--- config.mk ---
export PLATFORM = sky130hd
export DESIGN_NAME = fairy_inst_prefetch
export DESIGN_NICKNAME = d
export VERILOG_FILES = /design/src/rtl/fairy_inst_prefetch.sv
export SDC_FILE = /design/constraint.sdc
export NUM_CORES = 1
export LEC_CHECK = 0
export CORE_MARGIN = 1.5
export CORE_UTILIZATION = 56
export CTS_CLUSTER_SIZE = 25
export DETAILED_ROUTE_END_ITERATION = 16
export PLACE_DENSITY = 0.84
export SYNTH_ARGS = -nofsm -noshare
export SYNTH_HDL_FRONTEND = slang
export SYNTH_SLANG_ARGS = --single-unit
--- constraint.sdc ---
create_clock -name aclk -period 4.67 [get_ports aclk]
set_clock_uncertainty 0.05 [all_clocks]
set_input_delay 0.467 -clock aclk [delete_from_list [all_inputs] [get_ports aclk]]
set_output_delay 0.467 -clock aclk [all_outputs]
set_load 0.02 [all_outputs]
--- src/rtl/fairy_inst_prefetch.sv ---
// Instruction prefetch: sequential SRAM word reads queued as {pc, inst, unaligned} in a DEPTH-entry FIFO, flushed on redirect.
// rrdy->valid_o is 1 cycle (0 with FAIRY_PREFETCH_BYPASS_EN defined); requests stop while FIFO plus the outstanding slot is full.
module fairy_inst_prefetch #(
  parameter logic [31:0] RESET_PC = 32'hbfc00000,
  parameter int          DEPTH    = 4
) (
  input  logic        aclk,
  input  logic        areset_n,
  input  logic        redirect_i,
  input  logic [31:0] redirect_pc_i,
  input  logic        pop_i,
  output logic        valid_o,
  output logic [31:0] inst_o,
  output logic [31:0] pc_o,
  output logic        unaligned_addr_o,
  output logic [3:0]  inst_sram_cen_o,
  output logic        inst_sram_wr_o,
  output logic [31:0] inst_sram_addr_o,
  input  logic        inst_sram_ack_i,
  input  logic        inst_sram_rrdy_i,
  input  logic [31:0] inst_sram_rdata_i
);
  localparam int          AW   = $clog2(DEPTH);
  localparam logic [AW:0] FULL = (AW+1)'(DEPTH);

  localparam logic [2:0] S_REQ   = 3'd0;
  localparam logic [2:0] S_WAIT  = 3'd1;
  localparam logic [2:0] S_IDLE  = 3'd2;
  localparam logic [2:0] S_DRAIN = 3'd3;
  localparam logic [2:0] S_STOP  = 3'd4;

  logic [2:0]    r_state, w_state_nxt;
  logic [31:0]   r_pc, r_req_pc;
  logic [31:0]   r_mem_pc   [DEPTH];
  logic [31:0]   r_mem_inst [DEPTH];
  logic          r_mem_unal [DEPTH];
  logic [AW-1:0] r_wr_ptr, r_rd_ptr;
  logic [AW:0]   r_count, w_count_nxt;

  logic        w_aligned, w_req, w_ack, w_resp, w_marker, w_byp;
  logic        w_push, w_pop, w_space, w_inflight, w_head_vld;
  logic [31:0] w_resp_pc;

  assign w_aligned  = (r_pc[1:0] == 2'b00);
  assign w_req      = areset_n && (r_state == S_REQ) && w_aligned;
  assign w_ack      = w_req && inst_sram_ack_i;
  assign w_resp     = inst_sram_rrdy_i && (w_ack || (r_state == S_WAIT));
  assign w_resp_pc  = (r_state == S_WAIT) ? r_req_pc : r_pc;
  assign w_marker   = (r_state == S_REQ) && !w_aligned && (r_count != FULL);
  assign w_head_vld = (r_count != '0);

  assign w_push      = (w_resp || w_marker) && !redirect_i && !(w_byp && pop_i);
  assign w_pop       = pop_i && w_head_vld && !redirect_i;
  assign w_count_nxt = redirect_i ? '0 : (r_count + (AW+1)'(w_push) - (AW+1)'(w_pop));
  assign w_space     = (w_count_nxt < FULL);
  // A request accepted but not yet answered must be drained after a flush.
  assign w_inflight  = !inst_sram_rrdy_i && (w_ack || (r_state == S_WAIT) || (r_state == S_DRAIN));

  assign inst_sram_cen_o  = w_req ? 4'b0000 : 4'b1111;
  assign inst_sram_addr_o = r_pc;
  assign inst_sram_wr_o   = 1'b0;

`ifdef FAIRY_PREFETCH_BYPASS_EN
  assign w_byp            = (r_count == '0) && w_resp && !redirect_i;
  assign valid_o          = w_head_vld || w_byp;
  assign inst_o           = w_head_vld ? r_mem_inst[r_rd_ptr] : (w_byp ? inst_sram_rdata_i : 32'h0);
  assign pc_o             = w_head_vld ? r_mem_pc[r_rd_ptr] : (w_byp ? w_resp_pc : 32'h0);
  assign unaligned_addr_o = w_head_vld && r_mem_unal[r_rd_ptr];
`else
  assign w_byp            = 1'b0;
  assign valid_o          = w_head_vld;
  assign inst_o           = w_head_vld ? r_mem_inst[r_rd_ptr] : 32'h0;
  assign pc_o             = w_head_vld ? r_mem_pc[r_rd_ptr] : 32'h0;
  assign unaligned_addr_o = w_head_vld && r_mem_unal[r_rd_ptr];
`endif

  always_comb begin
    w_state_nxt = r_state;
    case (r_state)
      S_REQ: begin
        if (!w_aligned) begin
          if (w_marker) w_state_nxt = S_STOP;
        end else if (inst_sram_ack_i) begin
          if (!inst_sram_rrdy_i) w_state_nxt = S_WAIT;
          else                   w_state_nxt = w_space ? S_REQ : S_IDLE;
        end
      end
      S_WAIT:  if (inst_sram_rrdy_i) w_state_nxt = w_space ? S_REQ : S_IDLE;
      S_IDLE:  if (w_space) w_state_nxt = S_REQ;
      S_DRAIN: if (inst_sram_rrdy_i) w_state_nxt = S_REQ;
      S_STOP:  w_state_nxt = S_STOP;
      default: w_state_nxt = S_REQ;
    endcase
    if (redirect_i) w_state_nxt = w_inflight ? S_DRAIN : S_REQ;
  end

  always_ff @(posedge aclk) begin
    if (!areset_n) begin
      r_state  <= S_REQ;
      r_pc     <= RESET_PC;
      r_req_pc <= RESET_PC;
      r_wr_ptr <= '0;
      r_rd_ptr <= '0;
      r_count  <= '0;
    end else begin
      r_state <= w_state_nxt;
      r_count <= w_count_nxt;
      if (redirect_i) begin
        r_pc     <= redirect_pc_i;
        r_wr_ptr <= '0;
        r_rd_ptr <= '0;
      end else begin
        if (w_ack) begin
          r_pc     <= r_pc + 32'd4;
          r_req_pc <= r_pc;
        end
        if (w_push) r_wr_ptr <= r_wr_ptr + AW'(1);
        if (w_pop)  r_rd_ptr <= r_rd_ptr + AW'(1);
      end
    end
  end

  always_ff @(posedge aclk) begin
    if (w_push) begin
      r_mem_pc[r_wr_ptr]   <= w_resp_pc;
      r_mem_inst[r_wr_ptr] <= w_marker ? 32'h0 : inst_sram_rdata_i;
      r_mem_unal[r_wr_ptr] <= w_marker;
    end
  end
endmodule

==> implementation parameters <==
Parameter                              Value

Critical path
  Gate family responsible for the most delay along the worst path    buffers and inverters
  Setup crit end kind    primary output
  Critical register-to-register path endpoint    r_state[1]$_SDFFE_PN0P_
  Crit path launch type    register
  Data arrival at the endpoint of the critical path    3000 ps
  Crit path buffers/inverters    2
  Crit path required time    4150 ps
  Levels on crit path    4
  Critical register-to-register path startpoint    inst_sram_addr_o[1]$_SDFFE_PN0P_
  Critical Setup Path Class    register to primary output
  Cells along the critical path    buf_12 > mux4_2 > and2_1 > clkdlybuf4s50_1
  Cell with the largest stage delay on the worst path    dfxtp_4
  Max stage delay on crit path    roughly 820 ps
  Reg2reg setup slack    1310 ps
  Worst-case reg-to-reg path depth    14
  Maximum fanout along the worst path    34

Place
  Detail Placement HPWL    16900 um
  Routability Congestion    0.885
  Post-detailed-placement cell area    0.0161 sq mm
  Port Buffer Count    about 170

Logic synthesis
  Synth Area per Inst    roughly 15 sq um
  Proportion of synthesized chip area in sequential cells    66.3%
  Fraction of registers with async set or reset after synthesis    0%
  Post-synthesis cell area    0.0141 sq mm
  Post-synthesis cell count    925
  Register bit count reported by yosys    roughly 340
  Count of flip-flops with a built-in enable after synthesis    260
  Synthesized netlist net count    between 1000 and 1500
  Number of warnings issued by yosys    0
  Commonest register cell after synthesis    edfxtp_1
  Number of distinct library cell variants in the gate-level netlist after synthesis    55

Flow run
  # Max-Cap Violations    0

GRT
  Remaining global-route overflow    0
  Number of antenna violations at the first check in global routing    0
  Wire length of the first global-routing pass    45800 um
  Gr usage total    22.8%
  Vias in the first global route    8574
  Pin count of the biggest net entering global routing    73

Status
  Status    finished clean

Floorplan
  Die Wd    162 um
  Height of the die    162 um
  Number of core rows    57
  Starting density of the core    a little under three fifths
  Area of the core    0.0245 sq mm
  Number of I/O pins    ~170
  Die area    0.0261 sq mm

STA
  Period utilization    roughly three quarters
  Worst-margin pin slew    between 1000 and 1500 ps
  Final setup vio count    0
  Final setup TNS    0 ps
  Slew margin rel.    30.2%
  Clock period minus worst slack    about 3500 ps
  Maximum clock rate    284 MHz
  Final Hold Viols    0
  Unrepaired setup endpoints after global routing    false
  Fin. max-slew vios    0

Finish
  Final Util    71.0%
  Final net count    1157
  Antenna fix cells    0
  Summed area of non-filler cells in the final layout    approximately 0.017 sq mm
  Filler Cell Count    1565
  Most common library cell in the layout ignoring fill and taps    edfxtp_1
  Commonest non-fill, non-tap cells in the layout    260 x edfxtp_1, 170 x clkdlybuf4s50_1, 87 x nand2_1, 74 x dfxtp_1, 71 x and2_1
  Share of cells above drive strength 1    16.5%
  Synthesis-to-layout area growth    23.3%

CTS
  Clock tree from TritonCTS    built
  H-tree depth reported by CTS    2
  Number of buffers added by the clock tree synthesis step    34
  Worst-path clk slew    60 ps
  Post_cts resized    0
  Clock sink count    336
  Buffer count from post-CTS setup fixing    0
  Clock latency on the worst-skew pair    roughly 500 ps
  Root buffer cell    clkbuf_16
  Hold-fix buffers, CTS    0
  Maximum buffer depth of the clock tree    3

Routing
  Wirelength per Cell    20.3 um
  First-iteration detailed-routing DRC count    between 500 and 600
  Detailed Routing Iterations Pass 1    5
  Vias per cell    5.84
  Count of vias placed by the detailed router    8352
  Number of remaining DRC errors    0
  Final wirelength    just under 30000 um
  Count of nets left with antenna violations after detail routing    0

Worst hold path
  Count of cells along the worst hold path    2
  Worst min-delay path category    register to register
  Startpoint of the worst hold path    r_req_pc[4]$_SDFFE_PN0P_
  Worst hold endpoint    r_req_pc[4]$_SDFFE_PN0P_

Pwr
  Pwr Density    411 mW/mm^2
  IR Drop Worst-Case VDD    0.272 mV
  Leakage power total    between 5 and 6 nW
[worst reg2reg max path, cell delays in order (launching register included)]
cell     delay [ps]
dfxtp_1         360
nor2_1          520
a31o_2          270
a21o_1          280
and2_1          170
inv_1            40
ha_1            260
inv_1            40
ha_1            180
fa_1            390
xnor2_1         150
xnor2_1         210
nor3_1           70
a22oi_1         160
a21oi_1          80
[cell families (layout without fill, tap and decap cells)]
| logic type | after synthesis | in the layout | share of synthesized area (%) |
|---|---|---|---|
| DFF | 336 | 336 | 66.3 |
| and+or+nand+nor | 289 | 289 | 11.5 |
| muxes | 101 | 101 | 13.2 |
| AOI/OAI and AO/OA | 89 | 89 | 4.15 |
| buffers and inverters | 71 | 251 | 2.19 |
| xor gates and xnor gates | 30 | 30 | 1.87 |
| adders and majority gates | 8 | 8 | 0.764 |
| other | 1 | 1 | 0.0266 |
[synth_stat cells (6+ instances only)]
cell type | instances | area (sq um)
xnor2_1 | 24 | 210
mux2i_1 | 6 | 60.1
o21ai_0 | 24 | 120
xor2_1 | 6 | 52.6
a21boi_0 | 23 | 173
nor3_1 | 10 | 50.1
o211ai_1 | 7 | 52.6
mux2_2 | 30 | 338
nand2_1 | 87 | 327
ha_1 | 7 | 87.6
edfxtp_1 | 260 | 7810
dfxtp_1 | 76 | 1520
mux4_2 | 65 | 1460
buf_2 | 8 | 40.0
nand3_1 | 21 | 105
a21oi_1 | 18 | 90.1
and3_1 | 11 | 68.8
inv_1 | 9 | 33.8
nand4_1 | 8 | 50.1
nor2_1 | 11 | 41.3
nor2b_1 | 35 | 219
and2_1 | 71 | 444
clkbuf_1 | 43 | 161
[power by group]
group / switching, mW / internal (mW) / total, mW
sequential: 0.0663 / 3.35 / 3.41
combinational: 0.338 / 0.288 / 0.627
clock: 1.08 / 2.02 / 3.10
total: 1.49 / 5.65 / 7.14
[state kept, by name, summed over array words and instances (netlist names), named ones only]
signal,cells
r_mem_inst,128
inst_sram_addr_o,32
r_count,3
r_rd_ptr,2
r_mem_pc,128
r_mem_unal,4
r_wr_ptr,2
r_state,3
r_req_pc,32
[area by class of cell]
cell class | count | area (sq um) | share of cell area [%]
flip-flops and latches | 336 | 9340 | 53.8
multi-input cells | 518 | 4490 | 25.9
repair buffers | 180 | 1790 | 10.3
clock buffers | 49 | 1020 | 5.88
well taps | 324 | 405 | 2.34
clock inverters | 13 | 288 | 1.66
inverters | 9 | 33.8 | 0.195
[stage by stage]
| step | worst slack [ps] | power (mW) | hold slack, ps | instances |
|---|---|---|---|---|
| global route | 1000 | 7.34 | 431 | 1429 |
| global placement | 1110 | 4.08 | 393 | 1367 |
| floorplan | 1030 | 3.82 | 385 | 925 |
| CTS | 1100 | 7.18 | 414 | 1429 |
| finish | 1150 | 7.14 | 411 | 1429 |
| detailed placement | 1030 | 4.10 | 403 | 1367 |
[routing by layer]
metal	global-route usage (%)	wire, um	up-vias
met5	0	0	-
met4	7.11	685	0
met3	3.95	1850	57
met2	37.7	14100	330
met1	31.1	12500	4177
li1	-	-	3788
[how the worst max path moves through the flow]
stage | from | to | slack, ps
finish | register | pc_o[0] | 1150
global route | register | pc_o[24] | 1000
CTS | register | pc_o[30] | 1100
detailed placement | inst_sram_ack_i | r_state[1]$_SDFFE_PN0P_ | 1030
global placement | inst_sram_ack_i | r_state[1]$_SDFFE_PN0P_ | 1110
floorplan | r_state[2]$_SDFFE_PN0P_ | r_mem_inst[0][0]$_DFFE_PP_ | 1030
Note: power is estimated with default switching activity, not from simulation.
